File: src/rtl/count_game_core.sv
// Round/score engine for the switch-count game: draws a target count each round,
// times the player's submission and tracks hits, rounds and the pass verdict.
module count_game_core #(
  parameter int unsigned SW_W       = 7,
  parameter int unsigned ROUNDS     = 3,
  parameter int unsigned TIME_LIMIT = 50_000_000,
  parameter int unsigned RESULT_CYC = 25_000_000,
  parameter int unsigned PASS_SCORE = 2,
  localparam int unsigned TW  = $clog2(SW_W + 1),
  localparam int unsigned CW  = $clog2(TIME_LIMIT + 1),
  localparam int unsigned RW  = $clog2(ROUNDS + 1),
  localparam int unsigned RCW = $clog2(RESULT_CYC + 1)
) (
  input  logic            clk,
  input  logic            rst,
  input  logic            start,
  input  logic [SW_W-1:0] sw,
  output logic [TW-1:0]   target,
  output logic [CW-1:0]   time_left,
  output logic [RW-1:0]   round_idx,
  output logic [RW-1:0]   score,
  output logic            hit,
  output logic            miss,
  output logic            beep,
  output logic            done,
  output logic            pass,
  output logic [2:0]      state
);

  typedef enum logic [2:0] {
    StIdle   = 3'd0,
    StArm    = 3'd1,
    StPlay   = 3'd2,
    StResult = 3'd3,
    StDone   = 3'd4
  } state_e;

  state_e           state_q, state_d;
  logic [TW-1:0]    target_q, target_d;
  logic [CW-1:0]    time_left_q, time_left_d;
  logic [RW-1:0]    round_q, round_d;
  logic [RW-1:0]    score_q, score_d;
  logic             hit_q, hit_d;
  logic             miss_q, miss_d;
  logic             beep_q, beep_d;
  logic             done_q, done_d;
  logic             pass_q, pass_d;
  logic [RCW-1:0]   res_cnt_q, res_cnt_d;
  logic             start_q;
  logic [15:0]      lfsr_q;

  logic             sedge;
  logic [TW-1:0]    pop_cnt;
  logic             ok;
  logic [TW-1:0]    lfsr_lo;
  logic [TW-1:0]    lfsr_tgt;
  logic             tl_last;
  logic             res_last;
  logic [RW-1:0]    round_inc;

  assign sedge    = start & ~start_q;
  assign ok       = (pop_cnt == target_q);
  assign lfsr_lo  = lfsr_q[TW-1:0];
  assign lfsr_tgt = (lfsr_lo > TW'(SW_W)) ? TW'(SW_W) : lfsr_lo;
  assign tl_last  = (time_left_q == CW'(1));
  assign res_last = (res_cnt_q == RCW'(RESULT_CYC - 1));
  // Saturating so a finished game can never wrap round_idx back to zero.
  assign round_inc = (round_q == RW'(ROUNDS)) ? round_q : round_q + RW'(1);

  always_comb begin
    pop_cnt = '0;
    for (int unsigned i = 0; i < SW_W; i++) begin
      pop_cnt = pop_cnt + TW'(sw[i]);
    end
  end

  // State register and all registered outputs.
  always_ff @(posedge clk) begin
    if (rst) begin
      state_q     <= StIdle;
      target_q    <= '0;
      time_left_q <= '0;
      round_q     <= '0;
      score_q     <= '0;
      hit_q       <= 1'b0;
      miss_q      <= 1'b0;
      beep_q      <= 1'b0;
      done_q      <= 1'b0;
      pass_q      <= 1'b0;
      res_cnt_q   <= '0;
      start_q     <= 1'b0;
      lfsr_q      <= 16'hACE1;
    end else begin
      state_q     <= state_d;
      target_q    <= target_d;
      time_left_q <= time_left_d;
      round_q     <= round_d;
      score_q     <= score_d;
      hit_q       <= hit_d;
      miss_q      <= miss_d;
      beep_q      <= beep_d;
      done_q      <= done_d;
      pass_q      <= pass_d;
      res_cnt_q   <= res_cnt_d;
      start_q     <= start;
      lfsr_q      <= {lfsr_q[14:0], lfsr_q[15] ^ lfsr_q[13] ^ lfsr_q[12] ^ lfsr_q[10]};
    end
  end

  always_comb begin
    state_d = state_q;
    case (state_q)
      StIdle:   if (sedge) state_d = StArm;
      StArm:    state_d = StPlay;
      StPlay:   if (sedge || tl_last) state_d = StResult;
      StResult: begin
        if (res_last) state_d = (round_inc == RW'(ROUNDS)) ? StDone : StArm;
      end
      StDone:   if (sedge) state_d = StArm;
      default:  state_d = StIdle;
    endcase
  end

  always_comb begin
    target_d    = target_q;
    time_left_d = time_left_q;
    round_d     = round_q;
    score_d     = score_q;
    hit_d       = 1'b0;
    miss_d      = 1'b0;
    beep_d      = beep_q;
    done_d      = done_q;
    pass_d      = pass_q;
    res_cnt_d   = res_cnt_q;
    case (state_q)
      StIdle: begin
        if (sedge) begin
          score_d = '0;
          round_d = '0;
        end
      end
      StArm: begin
        target_d    = lfsr_tgt;
        time_left_d = CW'(TIME_LIMIT);
      end
      StPlay: begin
        // A press on the last PLAY cycle still counts as a submission.
        if (sedge) begin
          hit_d     = ok;
          miss_d    = ~ok;
          beep_d    = ok;
          res_cnt_d = '0;
          if (ok && (score_q != RW'(ROUNDS))) score_d = score_q + RW'(1);
        end else if (tl_last) begin
          miss_d    = 1'b1;
          beep_d    = 1'b0;
          res_cnt_d = '0;
        end else begin
          time_left_d = time_left_q - CW'(1);
        end
      end
      StResult: begin
        if (res_last) begin
          beep_d  = 1'b0;
          round_d = round_inc;
          if (round_inc == RW'(ROUNDS)) begin
            done_d = 1'b1;
            pass_d = (score_q >= RW'(PASS_SCORE));
          end
        end else begin
          res_cnt_d = res_cnt_q + RCW'(1);
        end
      end
      StDone: begin
        if (sedge) begin
          score_d = '0;
          round_d = '0;
          done_d  = 1'b0;
          pass_d  = 1'b0;
        end
      end
      default: ;
    endcase
  end

  assign target    = target_q;
  assign time_left = time_left_q;
  assign round_idx = round_q;
  assign score     = score_q;
  assign hit       = hit_q;
  assign miss      = miss_q;
  assign beep      = beep_q;
  assign done      = done_q;
  assign pass      = pass_q;
  assign state     = state_q;

endmodule

File: config.mk
export PLATFORM = sky130hd
export DESIGN_NAME = count_game_core
export DESIGN_NICKNAME = d
export VERILOG_FILES = /design/src/rtl/count_game_core.sv
export SDC_FILE = /design/constraint.sdc
export NUM_CORES = 1
export LEC_CHECK = 0
export BUFFER_PORTS_ARGS = -buffer_cell sky130_fd_sc_hd__buf_2
export CAP_MARGIN = 20
export CORE_UTILIZATION = 43
export DETAILED_ROUTE_END_ITERATION = 10
export HOLD_SLACK_MARGIN = 0.08
export PLACE_DENSITY_LB_ADDON = 0.2
export SLEW_MARGIN = 20
export SYNTH_ARGS = -nofsm -noshare
export SYNTH_HDL_FRONTEND = slang
export SYNTH_SLANG_ARGS = --single-unit
File: constraint.sdc
create_clock -name clk -period 4.1 [get_ports clk]
set_input_delay 0.82 -clock clk [delete_from_list [all_inputs] [get_ports clk]]
set_output_delay 0.82 -clock clk [all_outputs]
set_load 0.01 [all_outputs]
==> results of run 1 <==
-- power by group --
part           internal (uW)  switching [uW]
registers                859            63.8
clock network            245             319
logic                    165             257
-- cells by family (layout without fill, tap and decap cells) --
group                    count (synthesis)  in the layout  share of synthesized area, %
buffers and inverters                   42             84                          4.29
XOR/XNOR                                18             18                          3.81
multiplexers                             2              2                         0.483
AND/OR/NAND/NOR                        187            187                          27.0
adder cells (fa/ha/maj)                  9              9                          3.44
AO/OA/AOI/OAI                          114            114                          20.8
flip-flops                              83             83                          40.1
-- state kept, by name, summed over array words and instances, names as in the netlist --
name	cells
state	3
time_left	26
start_q	1
target	3
beep	1
round_idx	2
done	1
score	2
hit	1
res_cnt_q	25
miss	1
lfsr_q	16
pass	1
-- area by class of cell --
| class | instances | share of cell area, % |
|---|---|---|
| inverters | 13 | 1.05 |
| repair buffers | 55 | 6.19 |
| flip-flops and latches | 83 | 35.7 |
| multi-input cells | 330 | 49.6 |
| clock inverters | 6 | 1.02 |
| clock buffers | 10 | 2.96 |
| well taps | 129 | 3.47 |
-- layout by cell type, fill, tap and decap left out, types with 11 or more instances in the layout --
cell type	count
or4_1	15
nand2_1	33
nor3_1	11
nand4_1	14
nor2_1	23
dfxtp_1	83
nor2b_1	11
o21ai_0	14
xor2_1	16
nand3_1	18
inv_1	12
buf_2	50
a2111o_1	16
a21oi_1	24
o2111ai_1	13
-- worst max path at each step --
stage,slack (ps),endpoint,depth (start not counted),from
2_1_floorplan,210,score[1],10,sw[0]
3_3_place_gp,10,score[1],11,sw[0]
3_5_place_dp,-70,score[1],11,sw[0]
4_1_cts,290,score[1],11,sw[0]
5_1_grt,130,score[1],11,sw[0]
6_report,300,score[1],11,sw[0]
-- metrics by stage --
stage / TNS, ps / setup slack (ps) / instances / util (%)
5_1_grt: 0 / 132 / 626 / 50.1
2_1_floorplan: 0 / 207 / 455 / -
4_1_cts: 0 / 288 / 626 / 50.1
6_report: 0 / 303 / 626 / 50.1
3_5_place_dp: -112 / -74.4 / 610 / 48.1
3_3_place_gp: 0 / 15.0 / 610 / 48.1
-- metal layers --
layer  track usage (%)  routed length (um)  up-vias
met5                 0                   0        -
met4              7.36                 122        0
met3              3.13                 315       10
met2              32.6                4460       70
met1              27.7                4730     1736
li1                  -                   -     1800
==> run metrics, run 1 <==
Hold Path Sink=lfsr_q[6]; Root Buffer=clkbuf_8; Clock Tree Buf Depth=2; total power=1910 uW; post-synth top area share=40.1%; R2R Setup Slk=1320 ps; most frequent cell after synthesis=dfxtp_1; Synth Cell Area=4140 um^2; Core ar.=9280 um^2; vias in the first global route=3426; Hold Path Cell Cnt=1; final worst path period need=3800 ps; wirelength, routed=9630 um; CP max FO=4; flops & latches, synth=83; WL/cell=15.4 um; # resized after CTS=0; DRT iter0 DRCs=170; Critical Path RT=4370 ps; Starting Density=44.6%; startpoint type of the worst setup path=input pin; Clock Skew=17.3 ps; via count=3616; EDFF count, synth=0; RSZ-0062 raised after global routing=no; Bufs and invs on worst path=2; final worst-path cycle share=92.6%; worst hold slack=406 ps; Storage cell area=1660 um^2; first-pass GRT wire length=16400 um; Net Count, Synth=474; Die Span X=100 um; Setup violations, final=0; Synth area leader=dfxtp_1; largest delay contributor family on the critical path=adder cells; share of cells above drive strength 1=19.9%; reg2reg start=res_cnt_q[0]; Rel. slew slack=45.8%; CP max stage delay=530 ps; gp weighted congestion=0.792; fin. max-slew vios=0; maximum vdd drop=0.207 mV; Synth top cells by count=dfxtp_1 (83), nand2_1 (33), a21oi_1 (24), nor2_1 (23), clkbuf_1 (19); cells after synthesis=455; MaxCap Viol Count=0; antenna cell count=0; P_leak=0.00180 uW; io pins=51; top_reg_cell synth=dfxtp_1; Post-DRT Antenna Nets=0; Worst-path clk slew=90 ps; Layout fillers=945; status=completed; I/O Buffers=50; hold_sp=lfsr_q[5]; reg2reg path depth=7; cell chain of the critical path=buf_2 -> fa_1 -> inv_1 -> fa_1 -> fa_1 -> fa_1 -> xor2_1 -> nand4_1 -> o32a_1 -> or4_1 -> a21oi_1; area growth from synthesis to layout=12.3%; arrival time worst endpoint=4070 ps; clk_lat worst skew=350 ps; count of hold-fix buffers inserted at cts=0; Ys Warns=0; pin count of the biggest net entering global routing=37; DRT Pass-1 Iters=4; area of the multi-input gates=2310 um^2; post-route cell area=4650 um^2; initial antenna violation count=0; Setup Buffers After CTS=0; ranking of synthesized cells by area=dfxtp_1 (40%), a2111o_1 (4.4%), xor2_1 (3.4%); HP Class=register to register; FF-to-FF End=beep; # DRC=0; Hold Vio Cnt, Final=0; GRT Util Overall=20.3%; actual slew at the worst max-slew pin=811 ps; Distinct cells, synth=64; Seq/Total Area, Yosys=40.1%; H-tree levels=3; Worst path slowest cell=fa_1; kind of critical path=input pin to register; Max Freq=0.263 GHz; Power per Cell Area=410 nW/um^2; share of flip-flops with an asynchronous set or reset=0%; via/cell ratio=5.78; CP dominant cell by count=fa_1; row cnt=35; Sinks on Clock Net=83; average size of a mapped cell=9.10 um^2; CTS buffer count=9; Die Height=100 um; total gr overflow=0; fin nets=511; die area=10000 um^2; Detailed Place HPWL=6710 um; CTS tree=yes; DP Area=4470 um^2; Critical Path End Type=register
Note: power is estimated with default switching activity, not from simulation.
==> inputs of run 2 (changes only) <==
--- a/config.mk
+++ b/config.mk
@@ -10,7 +10,6 @@
 export CORE_UTILIZATION = 43
 export DETAILED_ROUTE_END_ITERATION = 10
 export HOLD_SLACK_MARGIN = 0.08
-export PLACE_DENSITY_LB_ADDON = 0.2
 export SLEW_MARGIN = 20
 export SYNTH_ARGS = -nofsm -noshare
 export SYNTH_HDL_FRONTEND = slang
==> run metrics, run 2 (synthesis results as in run 1) <==
status=completed; die area=10000 um^2 (unchanged); dpl cells=610 (unchanged); DRT Pass-1 Iters=4 (unchanged); total gr overflow=0 (unchanged); final setup margin=286 ps (-17.7 ps); Clock Tree Buf Depth=2 (unchanged); Met1 Wirelength=5090 um (+7.5%); CTS buffer count=9 (unchanged); DP Area=4470 um^2 (unchanged); count of hold-fix buffers inserted at cts=0 (unchanged); P_leak=0.00181 uW (+0.57%); via count=3647 (+0.86%); fin nets=511 (unchanged); Internal=1360 uW (+7.2%); area growth from synthesis to layout=13.1%; most frequent cells in the layout=dfxtp_1 (83), buf_2 (50), nand2_1 (33); RSZ-0062 raised after global routing=no; Highest Signal Layer=met4; Worst-path clk slew=90 ps (about the same); CP max FO=4 (unchanged); io pins=51 (unchanged); Setup violations, final=0 (unchanged); Clock power frac=32.5% (+3.0 points); final worst-path cycle share=93.0% (+0.43 points); HP Class=register to register; antenna cell count=0 (unchanged); CTS tree=yes; startpoint type of the worst setup path=input pin; kind of critical path=input pin to register; DRT iter0 DRCs=174 (+2.4%); Seq pwr share=46.2% (-2.1 points); arrival time worst endpoint=4100 ps (+30 ps); routed wl met2=4520 um (+1.4%); WL met3=344 um (+9.2%); GRT Util Overall=20.9% (+0.63 points); maximum vdd drop=0.180 mV (-13%); pin count of the biggest net entering global routing=43 (+16%); H-tree levels=3 (unchanged); max FFs per register=26 (unchanged); I/O Buffers=50 (unchanged); initial antenna violation count=0 (unchanged); MaxCap Viol Count=0 (unchanged); Max Freq=0.262 GHz (-0.46%); first-pass GRT wire length=16800 um (+2.7%); clk_lat worst skew=350 ps (about the same); Detailed Place HPWL=6880 um (+2.6%); gp weighted congestion=0.797 (+0.64%); sw power=636 uW (-0.62%); via/cell ratio=5.83 (+0.86%); Post-DRT Antenna Nets=0 (unchanged); Sinks on Clock Net=83 (unchanged); dpl ws=-85.4 ps (-11.0 ps); WL/cell=16.0 um (+3.9%); final worst path period need=3810 ps (+17.7 ps); sw frac=31.9% (-1.7 points); share of cells above drive strength 1=19.9% (unchanged); row cnt=35 (unchanged); Post-Layout Cell Count=626 (unchanged); # DRC=0 (unchanged); fin. max-slew vios=0 (unchanged); Critical Path End Type=register; Setup Buffers After CTS=0 (unchanged); wirelength, routed=10000 um (+3.9%); post-route cell area=4690 um^2 (+0.75%); Hold Vio Cnt, Final=0 (unchanged); Power per Cell Area=426 nW/um^2 (+3.8%); Die Span X=100 um (unchanged); Rel. slew slack=46.2% (+0.36 points); Critical Path RT=4390 ps (+20 ps); Layout fillers=933 (-1.3%); actual slew at the worst max-slew pin=806 ps (-5.39 ps); Starting Density=44.6% (unchanged); most common cell after layout, fill and taps aside=dfxtp_1; # resized after CTS=0 (unchanged); Clock Skew=10.6 ps (-6.68 ps); power share of the combinational group=21.3% (-0.8 points); Die Height=100 um (unchanged); vias in the first global route=3336 (-2.6%); Root Buffer=clkbuf_8; Core ar.=9280 um^2 (unchanged); Fin Setup TNS=0 ps (unchanged); worst hold slack=422 ps (+16.0 ps)
run 2: metal layers:
metal / up-vias / GRT usage, %
li1: 1805 / -
met1: 1781 / 30.2
met2: 57 / 32.0
met3: 4 / 4.67
met4: 0 / 4.46
met5: - / 0
run 2: critical path, stage by stage:
cell and delay, ps:
buf_2 110, fa_1 530, inv_1 50, fa_1 460
fa_1 400, fa_1 510, xor2_1 150, nand4_1 150
o32a_1 380, or4_1 400, a21oi_1 150
run 2: area by class of cell:
type / instances / area [um^2] / share of cell area (%)
clock buffer: 12 / 165 / 3.52
clock inverter: 4 / 55.1 / 1.17
inverter: 13 / 48.8 / 1.04
multi-input combinational: 330 / 2310 / 49.2
sequential: 83 / 1660 / 35.5
tap: 129 / 161 / 3.44
timing repair buffer: 55 / 288 / 6.14
run 2: stage by stage:
step / total power, uW / util [%]
final: 2000 / 50.5
after global routing: 2100 / 50.5
after CTS: 2010 / 50.5
after detailed placement: 1360 / 48.1
after global placement: 1360 / 48.1
after floorplan: 1250 / -
run 2: path summary, 6_finish.rpt:
path	startpoint	end	slack, ps	depth (start not counted)
hold / removal	lfsr_q[5]	lfsr_q[6]	420	1
setup / recovery	sw[0]	score[1]	290	11
hold reg to reg	lfsr_q[5]	lfsr_q[6]	420	1
setup reg to reg	res_cnt_q[0]	res_cnt_q[20]	1340	7
run 2: power by group through the flow:
stage | clock, uW | combinational (uW) | sequential (uW)
after floorplan | 0 | 310 | 941
after global placement | 0 | 417 | 938
after detailed placement | 0 | 424 | 940
after CTS | 662 | 427 | 922
after global routing | 693 | 476 | 933
final | 649 | 425 | 922
==> inputs of run 3 (changes only) <==
--- a/config.mk
+++ b/config.mk
@@ -10,6 +10,8 @@
 export CORE_UTILIZATION = 43
 export DETAILED_ROUTE_END_ITERATION = 10
 export HOLD_SLACK_MARGIN = 0.08
+export MAX_ROUTING_LAYER = met4
+export PLACE_DENSITY_LB_ADDON = 0.1
 export SLEW_MARGIN = 20
 export SYNTH_ARGS = -nofsm -noshare
 export SYNTH_HDL_FRONTEND = slang
==> run metrics, run 3 (synthesis results as in run 1) <==
final worst path period need=3800 ps (-15.6 ps); clk_lat worst skew=350 ps (about the same); CP max FO=4 (unchanged); I/O Buffers=50 (unchanged); Max Freq=0.263 GHz (+0.41%); CTS buffer count=9 (unchanged); MaxCap Viol Count=0 (unchanged); Bufs and invs on worst path=2 (unchanged); Setup violations, final=0 (unchanged); Setup Buffers After CTS=0 (unchanged); initial antenna violation count=0 (unchanged); actual slew at the worst max-slew pin=940 ps (+134 ps); row cnt=35 (unchanged); Root Buffer=clkbuf_8; Worst path slowest cell=fa_1; vias in the first global route=3264 (-2.2%); startpoint type of the worst setup path=input pin; Critical Path RT=4370 ps (-20 ps); Detailed Place HPWL=6800 um (-1.1%); Post-Layout Cell Count=624 (-0.32%); CP dominant cell by count=fa_1; DRT iter0 DRCs=213 (+22%); via/cell ratio=5.77 (-1.0%); # DRC=0 (unchanged); worst hold slack=412 ps (-9.90 ps); fin. max-slew vios=0 (unchanged); Post-DRT Antenna Nets=0 (unchanged); io pins=51 (unchanged); area growth from synthesis to layout=12.8%; Sinks on Clock Net=83 (unchanged); DRT Pass-1 Iters=4 (unchanged); final worst-path cycle share=92.7% (-0.38 points); WL/cell=16.0 um (+0.31%); CP max stage delay=520 ps (about the same); arrival time worst endpoint=4070 ps (-30 ps); count of hold-fix buffers inserted at cts=0 (unchanged); antenna cell count=0 (unchanged); most frequent cells in the layout=dfxtp_1 (83), buf_2 (50), nand2_1 (33); Die Span X=100 um (unchanged); status=completed; cell chain of the critical path=buf_2 -> fa_1 -> inv_1 -> fa_1 -> fa_1 -> fa_1 -> xor2_1 -> nand4_1 -> o32a_1 -> or4_1 -> a21oi_1; GRT Util Overall=21.3% (+0.33 points); die area=10000 um^2 (unchanged); first-pass GRT wire length=16400 um (-2.5%); Power per Cell Area=427 nW/um^2 (+0.28%); Critical Path End Type=register; most common cell after layout, fill and taps aside=dfxtp_1; pin count of the biggest net entering global routing=53 (+23%); Hold Vio Cnt, Final=0 (unchanged); RSZ-0062 raised after global routing=no; Core ar.=9280 um^2 (unchanged); kind of critical path=input pin to register; CTS tree=yes; share of cells above drive strength 1=19.6% (-0.32 points); Die Height=100 um (unchanged); via count=3599 (-1.3%); Layout fillers=927 (-0.64%); H-tree levels=3 (unchanged); total gr overflow=0 (unchanged); P_leak=0.00181 uW (-0.32%); Worst-path clk slew=80 ps (about the same); HP Class=register to register; max FFs per register=26 (unchanged); Clock Tree Buf Depth=2 (unchanged); # resized after CTS=0 (unchanged); Starting Density=44.6% (unchanged); Rel. slew slack=37.3% (-8.8 points); Clock Skew=7.94 ps (-2.67 ps); fin nets=510 (-0.20%); gp weighted congestion=0.824 (+3.4%); dpl cells=609 (-0.16%); largest delay contributor family on the critical path=adder cells; maximum vdd drop=0.211 mV (+18%); Core Util, Final=50.3% (-0.13 points); wirelength, routed=10000 um (about the same)
-- run 3: layout make-up --
type                            instances  area, um^2  share of cell area (%)
Clock inverter                          5        77.6                    1.66
Timing Repair Buffer                   54         280                    6.00
Sequential cell                        83        1660                    35.6
Tap cell                              129         161                    3.45
Clock buffer                           10         138                    2.95
Multi-Input combinational cell        330        2310                    49.3
Inverter                               13        48.8                    1.04
-- run 3: metal layers --
layer  vias to the layer above  GRT usage [%]  part of all wire, %  wire length, um
li1                       1796              -                    -                -
met1                      1736           30.0                   51             5150
met2                        57           31.1                   44             4420
met3                        10           3.55                  3.2              318
met4                         0           6.35                  1.2              118
met5                         -              -                    0                0
-- run 3: final timing paths --
| kind | start | end | slack, ps | depth (start not counted) |
|---|---|---|---|---|
| max reg2reg | res_cnt_q[0] | res_cnt_q[20] | 1310 | 7 |
| min | lfsr_q[14] | lfsr_q[15] | 410 | 1 |
| min reg2reg | lfsr_q[14] | lfsr_q[15] | 410 | 1 |
| max | sw[0] | score[0] | 300 | 11 |
-- run 3: worst register-to-register path, cell delays in order (launching register included) --
cell       delay [ps]
dfxtp_1           370
ha_1              250
and3_1            230
nand4_1           340
o21ai_2           830
buf_4             380
a2111oi_2         120
mux2i_1           140
-- run 3: power breakdown --
group          switching (uW)  total (uW)  internal [uW]
clock                     296         650            354
combinational             260         425            165
sequential               62.4         921            859
total                     618        2000           1380
-- run 3: per-stage QoR --
stage / setup WS (ps) / TNS, ps / area (um^2) / power, uW
floorplan: 207 / 0 / 4140 / 1250
global placement: 25.6 / 0 / 4460 / 1360
detailed placement: -102 / -164 / 4460 / 1370
CTS: 268 / 0 / 4670 / 2020
global route: 177 / 0 / 4670 / 2100
finish: 301 / 0 / 4670 / 2000
